[src/rtl/ship_board.sv]
// Own-fleet board: places ship cells from pick_ship clicks, answers opponent shots, serves a renderer read port.
// Latency: placement lands 3 cycles after the click edge; shot response 1 cycle after acceptance; rd_data 1 cycle.
// Backpressure: clicks outside PLACE are dropped (not queued); shots are accepted only while shot_ready is high.
//
// Ports:
//   clk, rst                      clock, synchronous active-high reset
//   clear                         new-game pulse, same effect as rst
//   pick_ship, mouse_position     placement click level and cursor {row[7:4], col[3:0]}
//   place_err, ship_count         placement rejected pulse, cells placed so far
//   placing_done                  fleet armed (ARMED/SHOT)
//   shot_valid/ready, shot_position  opponent shot handshake and target
//   shot_resp_valid, shot_hit, shot_repeat  shot result pulse and qualifiers
//   fleet_sunk                    sticky, all ship cells hit
//   rd_addr, rd_data              renderer query, 0 empty / 1 ship / 2 miss / 3 hit
module ship_board #(
    parameter int BOARD_SIZE = 10,
    parameter int MAX_CELLS  = 11,
    parameter bit ADJ_CHECK  = 1'b0
) (
    input  logic       clk,
    input  logic       rst,
    input  logic       clear,
    input  logic       pick_ship,
    input  logic [7:0] mouse_position,
    output logic       place_err,
    output logic [3:0] ship_count,
    output logic       placing_done,
    input  logic       shot_valid,
    input  logic [7:0] shot_position,
    output logic       shot_ready,
    output logic       shot_resp_valid,
    output logic       shot_hit,
    output logic       shot_repeat,
    output logic       fleet_sunk,
    input  logic [7:0] rd_addr,
    output logic [1:0] rd_data
);

    localparam int         NCELLS = BOARD_SIZE * BOARD_SIZE;
    localparam int         IDX_W  = 7;
    localparam logic [3:0] BS     = 4'(BOARD_SIZE);
    localparam logic [3:0] MAXC   = 4'(MAX_CELLS);

    localparam logic [1:0] CELL_EMPTY = 2'd0;
    localparam logic [1:0] CELL_SHIP  = 2'd1;
    localparam logic [1:0] CELL_MISS  = 2'd2;
    localparam logic [1:0] CELL_HIT   = 2'd3;

    typedef struct packed {
        logic [3:0] row;
        logic [3:0] col;
    } pos_t;

    typedef enum logic [2:0] {
        S_PLACE,
        S_CHECK,
        S_WRITE,
        S_ARMED,
        S_SHOT
    } state_t;

    state_t     state_q, state_d;
    logic [1:0] board [NCELLS];
    logic       pick_prev;
    pos_t       pos_q;
    pos_t       shot_q;
    logic [3:0] hits;

    logic       abort;
    logic       pick_edge;
    logic       place_bad;
    logic       adj_ship;
    logic [1:0] shot_cell;
    logic       shot_rep_int;
    logic       shot_hit_int;

    function automatic logic in_range(input pos_t p);
        return (p.row < BS) && (p.col < BS);
    endfunction

    function automatic logic [IDX_W-1:0] cell_idx(input pos_t p);
        return IDX_W'(int'(p.row) * BOARD_SIZE + int'(p.col));
    endfunction

    // Out-of-range positions read as empty so callers never index past the array.
    function automatic logic [1:0] cell_at(input pos_t p);
        logic [1:0] v;
        v = CELL_EMPTY;
        if (in_range(p)) v = board[cell_idx(p)];
        return v;
    endfunction

    // Diagonal neighbour; 4-bit wrap of row/col 0 minus 1 gives 0xF, which reads as out of range.
    function automatic logic diag_ship(input pos_t p, input logic up, input logic left);
        pos_t n;
        n.row = up   ? p.row - 4'd1 : p.row + 4'd1;
        n.col = left ? p.col - 4'd1 : p.col + 4'd1;
        return cell_at(n) == CELL_SHIP;
    endfunction

    assign abort     = rst | clear;
    assign pick_edge = pick_ship & ~pick_prev;

    always_comb begin
        adj_ship = 1'b0;
        if (ADJ_CHECK) begin
            adj_ship = diag_ship(pos_q, 1'b1, 1'b1) | diag_ship(pos_q, 1'b1, 1'b0) |
                       diag_ship(pos_q, 1'b0, 1'b1) | diag_ship(pos_q, 1'b0, 1'b0);
        end
        place_bad = !in_range(pos_q) || (cell_at(pos_q) != CELL_EMPTY) || adj_ship;
    end

    // Once the fleet is sunk every further shot is reported as a repeat and nothing is written.
    always_comb begin
        shot_cell    = cell_at(shot_q);
        shot_rep_int = fleet_sunk || !in_range(shot_q) || shot_cell[1];
        shot_hit_int = !shot_rep_int && (shot_cell == CELL_SHIP);
    end

    always_comb begin
        state_d         = state_q;
        place_err       = 1'b0;
        shot_ready      = 1'b0;
        shot_resp_valid = 1'b0;
        shot_hit        = 1'b0;
        shot_repeat     = 1'b0;
        case (state_q)
            S_PLACE: begin
                if (pick_edge) state_d = S_CHECK;
            end
            S_CHECK: begin
                if (place_bad) begin
                    place_err = ~abort;
                    state_d   = S_PLACE;
                end else begin
                    state_d = S_WRITE;
                end
            end
            S_WRITE: begin
                if ((ship_count == MAXC) || (ship_count + 4'd1 == MAXC)) state_d = S_ARMED;
                else                                                    state_d = S_PLACE;
            end
            S_ARMED: begin
                shot_ready = ~abort;
                if (shot_valid) state_d = S_SHOT;
            end
            S_SHOT: begin
                shot_resp_valid = ~abort;
                shot_hit        = ~abort & shot_hit_int;
                shot_repeat     = ~abort & shot_rep_int;
                state_d         = S_ARMED;
            end
            default: state_d = S_PLACE;
        endcase
    end

    assign placing_done = (state_q == S_ARMED) || (state_q == S_SHOT);

    always_ff @(posedge clk) begin
        if (rst || clear) begin
            state_q    <= S_PLACE;
            pick_prev  <= 1'b0;
            pos_q      <= '0;
            shot_q     <= '0;
            ship_count <= '0;
            hits       <= '0;
            fleet_sunk <= 1'b0;
            rd_data    <= CELL_EMPTY;
            for (int i = 0; i < NCELLS; i++) board[i] <= CELL_EMPTY;
        end else begin
            state_q   <= state_d;
            pick_prev <= pick_ship;
            rd_data   <= cell_at(rd_addr);

            if (state_q == S_PLACE && pick_edge) pos_q <= mouse_position;
            if (state_q == S_ARMED && shot_valid) shot_q <= shot_position;

            // pos_q is known in range here: CHECK rejected anything else.
            if (state_q == S_WRITE) begin
                board[cell_idx(pos_q)] <= CELL_SHIP;
                if (ship_count != MAXC) ship_count <= ship_count + 4'd1;
            end

            if (state_q == S_SHOT && !shot_rep_int) begin
                board[cell_idx(shot_q)] <= shot_hit_int ? CELL_HIT : CELL_MISS;
                if (shot_hit_int) begin
                    hits <= hits + 4'd1;
                    if (hits + 4'd1 == MAXC) fleet_sunk <= 1'b1;
                end
            end
        end
    end

endmodule
[config.mk]
export PLATFORM = sky130hd
export DESIGN_NAME = ship_board
export DESIGN_NICKNAME = d
export VERILOG_FILES = /design/src/rtl/ship_board.sv
export SDC_FILE = /design/constraint.sdc
export NUM_CORES = 1
export LEC_CHECK = 0
export ABC_CLOCK_PERIOD_IN_PS = 14600
export BUFFER_PORTS_ARGS = -buffer_cell sky130_fd_sc_hd__buf_4
export CORE_AREA = 2 2 204 206
export DETAILED_ROUTE_END_ITERATION = 16
export DIE_AREA = 0 0 206 208
export PLACE_DENSITY_LB_ADDON = 0.05
export SYNTH_ARGS = -nofsm -noshare
export SYNTH_HDL_FRONTEND = slang
export SYNTH_SLANG_ARGS = --single-unit
[constraint.sdc]
create_clock -name clk -period 14.6 [get_ports clk]
set_clock_uncertainty 0.2 [all_clocks]
set_input_delay 2.92 -clock clk [delete_from_list [all_inputs] [get_ports clk]]
set_output_delay 2.92 -clock clk [all_outputs]
set_load 0.02 [all_outputs]
# [Word-level counts from Yosys, hierarchy flattened]
# Memory sizes are Yosys's and may differ from the RTL's. A register that Yosys moved wholly into a read port is not among the register bits.
# Index checks and enable logic that the tools add are counted.
[word_totals] reg_bits=29 mem_bits_rw=200 input_bits=29 output_inout_bits=13 word_cells=95 n_memories=1
[memory_table] memory="board" depth=100 word_bits=2 read_ports=3 rd_ports_with_merged_regs=1 wr=100 line="63" rtl="logic [1:0] board [NCELLS];"
[op_classes] n_addsub=5 multipliers=3 magnitude_cmp=6 eq_ne=11 mux=28 bitwise=7 reduce_logical=25
[ops] cell="$lt A4 B4 Y1 const B" count=6
[ops] cell="$add A7 B4 Y7" count=3
[ops] cell="$mul A4 B3 Y6 const B" count=3
[ops] cell="$mux W1" count=17
[ops] cell="$pmux W3 S5" count=1
[ops] cell="$mux W7" count=2
[ops] cell="$eq A4 B4 Y1 const B" count=3
[ops] cell="$mux W2" count=6
[ops] cell="$add A4 B1 Y4 const B" count=2
[ops] cell="$logic_and A1 B1 Y1" count=7
[ops] cell="$eq A3 B2 Y1 const B" count=2
[ops] cell="$logic_or A1 B1 Y1" count=6
[ops] cell="$mux W3" count=2
[ops] cell="$reduce_and A2 Y1" count=3
[ops] cell="$reduce_or A2 Y1" count=3
[ops] cell="$ne A2 B2 Y1 const B" count=2
[ops] cell="$ne A4 B4 Y1 const B" count=1
[ops] cell="$and A1 B1 Y1" count=3
[ops] cell="$eq A3 B1 Y1 const B" count=1
[ops] cell="$eq A3 B3 Y1 const B" count=1
[ops] cell="$logic_not A1 Y1" count=3
[ops] cell="$logic_not A3 Y1" count=1
[ops] cell="$not A1 Y1" count=3
[ops] cell="$reduce_and A3 Y1" count=1
[ops] cell="3 further kinds" count=3

# [Logic depth before layout (Yosys ltp)]
# Gate-level depths: netlist of run 1.
[depth] ltp_word=12 ltp_mapped=18 mapped_depth_nobuf=14

# [Least setup slack after synthesis of run 1]
# Ideal clock, no wire load.
[synth_path] path_kind="input-to-output" start="input port clear" end="output port shot_hit" arrival_time_ns=4.373 required_ns=11.480 setup_slack_ns=7.107 path_stages=7 n_path_buf=1 path_cell_list="nor2_1 -> nand3_1 -> inv_1 -> o21a_1 -> buf_2 -> nand2_1 -> nor2_1"
[synth_between] elab_chain_cells=4
[synth_rtl] item="start: declaration" line="22" rtl="input logic clear,"
[synth_rtl] item="$or A1 B1 Y1" line="101" rtl="assign abort = rst | clear;"
[synth_rtl] item="$not A1 Y1" line="149" rtl="shot_hit = ~abort & shot_hit_int;"
[synth_rtl] item="$and A1 B1 Y1" line="149"
[synth_rtl] item="$mux W1" line="127" rtl="case (state_q)"
[synth_rtl] item="end: declaration" line="32" rtl="output logic shot_hit,"
# Every way passes these cells.

# [Worst setup path in the final report of run 1]
[layout_path] start="register shot_q[7] in the netlist's numbering" end="output port shot_repeat"
[layout_between] elab_chain_cells=7 word_cells_on_any_way=11 classes_between="add/sub (1); mul (1); order compare (1); mux (2); bitwise (1); reduce/logical (4); memory (1)"
[layout_rtl] item="start: declaration" line="66" rtl="pos_t shot_q;"
[layout_rtl] item="start signal: assignment" line="176" rtl="if (state_q == S_ARMED && shot_valid) shot_q <= shot_position;"
[layout_rtl] item="$mul A4 B3 Y6 / $lt A4 B4 Y1 (equally long branches)" line="82, 78"
[layout_rtl] item="$add A7 B4 Y7 / $logic_and A1 B1 Y1 (equally long branches)" line="82, 78"
[layout_rtl] item="$mem_v2 Z100 W2 / $logic_not A1 Y1 (equally long branches)"
[layout_rtl] item="$mux W2 / $logic_or A1 B1 Y1 (equally long branches)" line="89, 116"
[layout_rtl] item="$logic_or A1 B1 Y1 (*)" line="116" rtl="shot_rep_int = fleet_sunk || !in_range(shot_q) || shot_cell[1];"
[layout_rtl] item="$and A1 B1 Y1 (*)" line="150" rtl="shot_repeat = ~abort & shot_rep_int;"
[layout_rtl] item="$mux W1 (*)" line="127"
[layout_rtl] item="end: declaration" line="33" rtl="output logic shot_repeat,"
# Mark *: on every way between the ends. The rest lies on a longest branch, timed or not.

==> metrics.csv, run 1 <==
metric,value,unit
status,completed,
path_cells,ha_1 > ha_1 > inv_1 > fa_1 > nand2b_1 > o21ba_2 > xnor2_1 > xor2_1 > nand4_2 > inv_2 > nor2_1 > nor2_1 > buf_4,
synth_top_cell_by_area,edfxtp_1,
synth_area_leaders,"edfxtp_1, mux4_2, nor2_1",
timing.final.ws_setup,6.23,ns
drive_gt1_share,20.8,%
drt_pre_antenna_iters,8,
max_cap_viol_count,0,
ys_ff_latch,287,
syn_nets,1636,
rsz0062_at_grt,no,
cts_tree,yes,
die_w,206,um
cts_buffers,36,
cts_sinks,287,
die_h,208,um
globalRoute.totalOverflow,0,
vias_per_cell,6.43,
core-area,40600,um^2
ctsResizeCount,0,
grt_use_met3,4.89,%
report.final.hold_viol_count,0,
syn_avg_cell_area,11.5,um^2
portBuffers,41,
area_growth,9.82,%
layout_min_cycle_time,8.37,ns
crit_fanout,23,
synth_flop_cell,edfxtp_1,
cts.clk_slew.worst_paths,0.06,ns
syn_inst,1578,
grt_max_degree,88,
syn_area,18100,um^2
htreeDepth,2,
ir_worst_vdd,84.5,uV
max_freq,119,MHz
use_met2,43.2,%
cts_hold_buf,0,
pre_cts_slack,6.50,ns
worst_pin_slew,1.18,ns
post_cts_buffers,0,
rrSetupSlack,8.29,ns
path_buf_inv,3,
clk_latency,0.55,ns
fin_crit_sh,57.4,%
critPathKind,reg -> out,
clock_path_buffers,3,
dieArea,42800,um^2
synth_common_cells,"nor2_1, edfxtp_1, mux4_2, o21ai_0, clkbuf_1",
wl_per_cell,27.4,um
via_count,13549,
finalMaxSlewViolations,0,
final_area,19900,um^2
synth_top_area_share,42.5,%
grtUsageMet1,38.4,%
initial_core_util,44.6,%
finalSetupTns,0,ns
finalNonFillerCells,2106,
async_reset_ff_share,0,%
place.detailed.hpwl,38700,um
yosys_warnings,0,
slew_headroom,21.4,%
critical-path-top-delay-family,simple AND/OR/NAND/NOR gates,
power.density,103,nW/um^2
busiest_layer,met2,
rows,74,
start_kind,flop,
antenna_found_initial,0,
clockRootBuffer,clkbuf_16,
yosys.cell_count.top_type,nor2_1,
postPlaceCellArea,18800,um^2
synth_edf_count,256,
fin_nets,1607,
gp_congestion,0.883,
crit_required,11.48,ns
grtUsageTotal,27.4,%
hp-class,reg -> reg,
setup_viol,0,
p_leak,6.49,nW
wirelength,57600,um
antennaDiodeCount,0,
ys_seq_area_share,45.9,%
drcViolationCount,0,
slowest_stage,nand4_2,
max_stage_delay,0.74,ns
arrival,5.25,ns
dp.cells,2043,
antenna_left,0,
grt_pass1_wl,86300,um
ios,42,
drt_iter0_markers,1332,
grt_pass1_vias,13196,
end_kind,output pin,
ys_types,73,
stage by stage:
stage | util (%) | hold WS, ns | power [mW]
floorplan | - | 0.253 | 1.11
global placement | 46.2 | 0.271 | 1.19
detailed placement | 46.2 | 0.282 | 1.20
CTS | 49.0 | 0.289 | 2.06
global route | 49.0 | 0.311 | 2.11
finish | 49.0 | 0.286 | 2.04
area by class of cell:
| type | instances | area, um^2 |
|---|---|---|
| Tap cell | 532 | 666 |
| Clock inverter | 14 | 124 |
| Inverter | 16 | 60.1 |
| Multi-Input combinational cell | 1135 | 9170 |
| Sequential cell | 287 | 8310 |
| Fill cell | 3667 | 20700 |
| Timing Repair Buffer | 73 | 548 |
| Clock buffer | 49 | 1000 |
kinds of logic (layout without fill, tap and decap cells):
family | count (synthesis) | count (layout) | share of synthesized area, %
AND/OR/NAND/NOR | 577 | 577 | 14.0
AO/OA/AOI/OAI | 310 | 310 | 10.8
flip-flops | 287 | 287 | 45.9
multiplexers | 198 | 198 | 21.8
buffers and inverters | 156 | 152 | 4.13
adder cells (fa/ha/maj) | 29 | 29 | 2.25
XOR/XNOR | 21 | 21 | 1.06
state kept, by name, indices dropped and copies added (netlist names):
signal,flops
board,256
pos_q,8
shot_q,8
hits,4
ship_count,4
state_q,3
rd_data,2
fleet_sunk,1
pick_prev,1
worst paths after layout:
path / startpoint / endpoint / cells after the start
worst max-delay path: shot_q[7]$_SDFFE_PP0P_ / shot_repeat / 13
worst min-delay path: hits[3]$_SDFFE_PP0P_ / hits[3]$_SDFFE_PP0P_ / 2
worst max register to register: shot_q[0]$_SDFFE_PP0P_ / board[31][1]$_SDFFCE_PN0P_ / 10
worst min register to register: hits[3]$_SDFFE_PP0P_ / hits[3]$_SDFFE_PP0P_ / 2
worst reg2reg max path: cells and delay by family, from the launching register on:
family          cells  cell delay, ns
buf+inv             3            1.49
mux                 2            1.16
flops               1            0.84
compound gates      3            1.50
simple gates        2            0.81
cell usage in the layout, fill, tap and decap left out, types with 6 or more instances in the layout:
| cell | instances |
|---|---|
| mux4_2 | 156 |
| o21ai_2 | 10 |
| or3_1 | 9 |
| inv_1 | 15 |
| a22o_1 | 12 |
| o31ai_1 | 9 |
| buf_4 | 73 |
| or4_1 | 7 |
| clkinv_2 | 7 |
| mux2i_1 | 37 |
| a211oi_1 | 29 |
| xor2_1 | 8 |
| nor2b_1 | 13 |
| edfxtp_1 | 256 |
| nand3_1 | 24 |
| o22ai_1 | 8 |
| o21ai_1 | 30 |
| o21ai_0 | 78 |
| a21oi_1 | 70 |
| clkbuf_1 | 9 |
| ha_1 | 20 |
| clkbuf_16 | 37 |
| o211ai_1 | 9 |
| nand2_1 | 62 |
| a311oi_1 | 6 |
| o21ai_4 | 6 |
| nand2b_1 | 9 |
| and2_1 | 9 |
| o2111ai_1 | 8 |
| dfxtp_1 | 29 |
| xnor2_1 | 11 |
| nor2_1 | 346 |
| and3_1 | 6 |
| nor4_1 | 6 |
| nor3_1 | 65 |
where the power goes:
part	internal [mW]	switching (mW)	leakage (nW)
logic	0.102	0.144	2.93
clock network	0.515	0.347	0.558
registers	0.915	0.0205	3.00
total	1.53	0.512	6.49
metal layers:
metal,vias to the layer above,share of wire [%]
met2,604,47
met4,0,3.2
met5,-,0
met3,112,8.3
li1,5999,-
met1,6834,42
(Power assumes the default switching activity.)
==> inputs of run 2 (changes only) <==
--- a/config.mk
+++ b/config.mk
@@ -5,7 +5,7 @@
 export SDC_FILE = /design/constraint.sdc
 export NUM_CORES = 1
 export LEC_CHECK = 0
-export ABC_CLOCK_PERIOD_IN_PS = 14600
+export ABC_CLOCK_PERIOD_IN_PS = 7880
 export BUFFER_PORTS_ARGS = -buffer_cell sky130_fd_sc_hd__buf_4
 export CORE_AREA = 2 2 204 206
 export DETAILED_ROUTE_END_ITERATION = 16
==> constraint.sdc (replaced) <==
create_clock -name clk -period 7.88 [get_ports clk]
set_clock_uncertainty 0.2 [all_clocks]
set_input_delay 1.576 -clock clk [delete_from_list [all_inputs] [get_ports clk]]
set_output_delay 1.576 -clock clk [all_outputs]
set_load 0.02 [all_outputs]
==> run 2 against run 1 <==
Effect of this change: worst hold slack gained 0.0037 ns; worst setup slack lost 5.2 ns; sequential power grew 85%; critical endpoint unchanged; highest routed layer unchanged.
==> metrics.csv, run 2 (synthesis gave the netlist of run 1 again) <==
metric,value,unit,change
max_stage_delay,0.71,ns,was 0.74 ns
largest_register_ffs,256,,unchanged
wirelength,58300,um,was 57600 um
die_h,208,um,unchanged
fin_nets,1604,,was 1607
setup_viol,0,,unchanged
max_freq,146,MHz,
drcViolationCount,0,,unchanged
globalRoute.totalOverflow,0,,unchanged
core-area,40600,um^2,unchanged
wl_per_cell,27.7,um,was 27.4 um
rows,74,,unchanged
grt_max_degree,94,,was 88
pre_cts_slack,1.83,ns,was 6.50 ns
timing.final.ws_setup,1.05,ns,was 6.23 ns
dieArea,42800,um^2,unchanged
cts_sinks,287,,unchanged
grtUsageTotal,27.5,%,was 27.4%
rsz0062_at_grt,no,,unchanged
initial_core_util,44.6,%,unchanged
grt_pass1_vias,13205,,was 13196
ctsResizeCount,0,,unchanged
final_common_cell,nor2_1,,unchanged
die_w,206,um,unchanged
ios,42,,unchanged
arrival,5.05,ns,was 5.25 ns
cts_hold_buf,0,,unchanged
path_buf_inv,3,,unchanged
drt_pre_antenna_iters,5,,was 8
worst_pin_slew,1.21,ns,was 1.18 ns
max_cap_viol_count,0,,unchanged
p_leak,6.46,nW,was 6.49 nW
finalMaxSlewViolations,0,,unchanged
p_total,3.75,mW,was 2.04 mW
top_register,board,,unchanged
largestRegisters,"board: 256 flops, pos_q: 8 flops, shot_q: 8 flops",,unchanged
slew_headroom,19.5,%,was 21.4%
rrSetupSlack,1.92,ns,was 8.29 ns
end_kind,output pin,,unchanged
vias_per_cell,6.49,,was 6.43
portBuffers,41,,unchanged
antenna_found_initial,0,,unchanged
layout_min_cycle_time,6.83,ns,
status,completed,,unchanged
drt_iter0_markers,1302,,was 1332
gp_congestion,0.937,,was 0.883
slowest_stage,nand4_2,,unchanged
start_kind,flop,,unchanged
fin_crit_sh,86.7,%,
cts_tree,yes,,unchanged
htreeDepth,2,,unchanged
critPathKind,reg -> out,,unchanged
post_cts_buffers,0,,unchanged
cts.clk_slew.worst_paths,0.05,ns,was 0.06 ns
place.detailed.hpwl,41000,um,was 38700 um
antenna_left,0,,unchanged
mostFrequentLayoutCells,"nor2_1, edfxtp_1, mux4_2, o21ai_0, a21oi_1",,"was nor2_1, edfxtp_1, mux4_2, o21ai_0, buf_4"
antennaDiodeCount,0,,unchanged
finalSetupTns,0,ns,unchanged
hp-class,reg -> reg,,unchanged
crit_required,6.10,ns,was 11.48 ns
path_cells,ha_1 > ha_1 > inv_1 > fa_1 > nand2b_1 > o21ba_2 > xnor2_1 > xor2_1 > nand4_2 > inv_2 > nor2_1 > nor2_1 > buf_4,,unchanged
drive_gt1_share,20.3,%,was 20.8%
critical-path-top-delay-family,simple AND/OR/NAND/NOR gates,,unchanged
ir_worst_vdd,131,uV,was 84.5 uV
clockRootBuffer,clkbuf_16,,unchanged
power.density,189,nW/um^2,was 103 nW/um^2
cts_buffers,36,,unchanged
crit_fanout,23,,unchanged
clock_path_buffers,3,,unchanged
area_growth,9.61,%,was 9.82%
report.final.hold_viol_count,0,,unchanged
via_count,13642,,was 13549
grt_pass1_wl,86400,um,was 86300 um
clk_latency,0.56,ns,was 0.55 ns
==> run 2: cell types whose count changed in the layout (fill, tap and decap cells not counted) <==
cell       delta
clkbuf_16     +1
clkbuf_1      +2
bufinv_16     -2
buf_4         -5
clkinv_2      -5
buf_12        +2
clkinv_1      +3
==> run 2: final timing paths <==
path,startpoint,end,depth (start not counted)
max reg2reg,shot_q[7]$_SDFFE_PP0P_,board[61][1]$_SDFFCE_PN0P_,14
min reg2reg,hits[3]$_SDFFE_PP0P_,hits[3]$_SDFFE_PP0P_,2
min,hits[3]$_SDFFE_PP0P_,hits[3]$_SDFFE_PP0P_,2
max,shot_q[7]$_SDFFE_PP0P_,shot_repeat,13
==> run 2: area by class of cell <==
| class | count | area (um^2) |
|---|---|---|
| Tap cell | 532 | 666 |
| Fill cell | 3668 | 20700 |
| Sequential cell | 287 | 8310 |
| Multi-Input combinational cell | 1135 | 9170 |
| Clock buffer | 52 | 1030 |
| Clock inverter | 10 | 50.0 |
| Timing Repair Buffer | 70 | 551 |
| Inverter | 16 | 60.1 |
==> run 2: through the flow <==
step | instances | utilization [%] | area [um^2] | hold WS, ns
after floorplan | 1578 | - | 18100 | 0.253
after global placement | 2040 | 46.3 | 18800 | 0.266
after detailed placement | 2040 | 46.3 | 18800 | 0.284
after CTS | 2102 | 48.9 | 19800 | 0.289
after global routing | 2102 | 48.9 | 19800 | 0.330
final | 2102 | 48.9 | 19800 | 0.289
==> run 2: worst reg2reg max path, delay by kind of cell, from the launching register on <==
family	cells	cell delay [ns]
buf+inv	3	1.10
compound gates	4	1.24
simple gates	2	0.91
flops	1	0.49
fa+ha+maj	3	0.92
xor+xnor	2	0.79
==> run 2: power by group <==
group / switching [mW] / total [mW] / internal (mW)
combinational: 0.268 / 0.457 / 0.189
clock: 0.650 / 1.56 / 0.907
sequential: 0.0395 / 1.73 / 1.70
==> run 2: routing by layer <==
metal	GRT usage, %	vias to the layer above	wire length, um
met2	43.7	606	27600
met4	11.6	0	2410
met1	37.5	6931	23900
met3	4.35	123	4410
li1	-	5982	-
met5	0	-	0
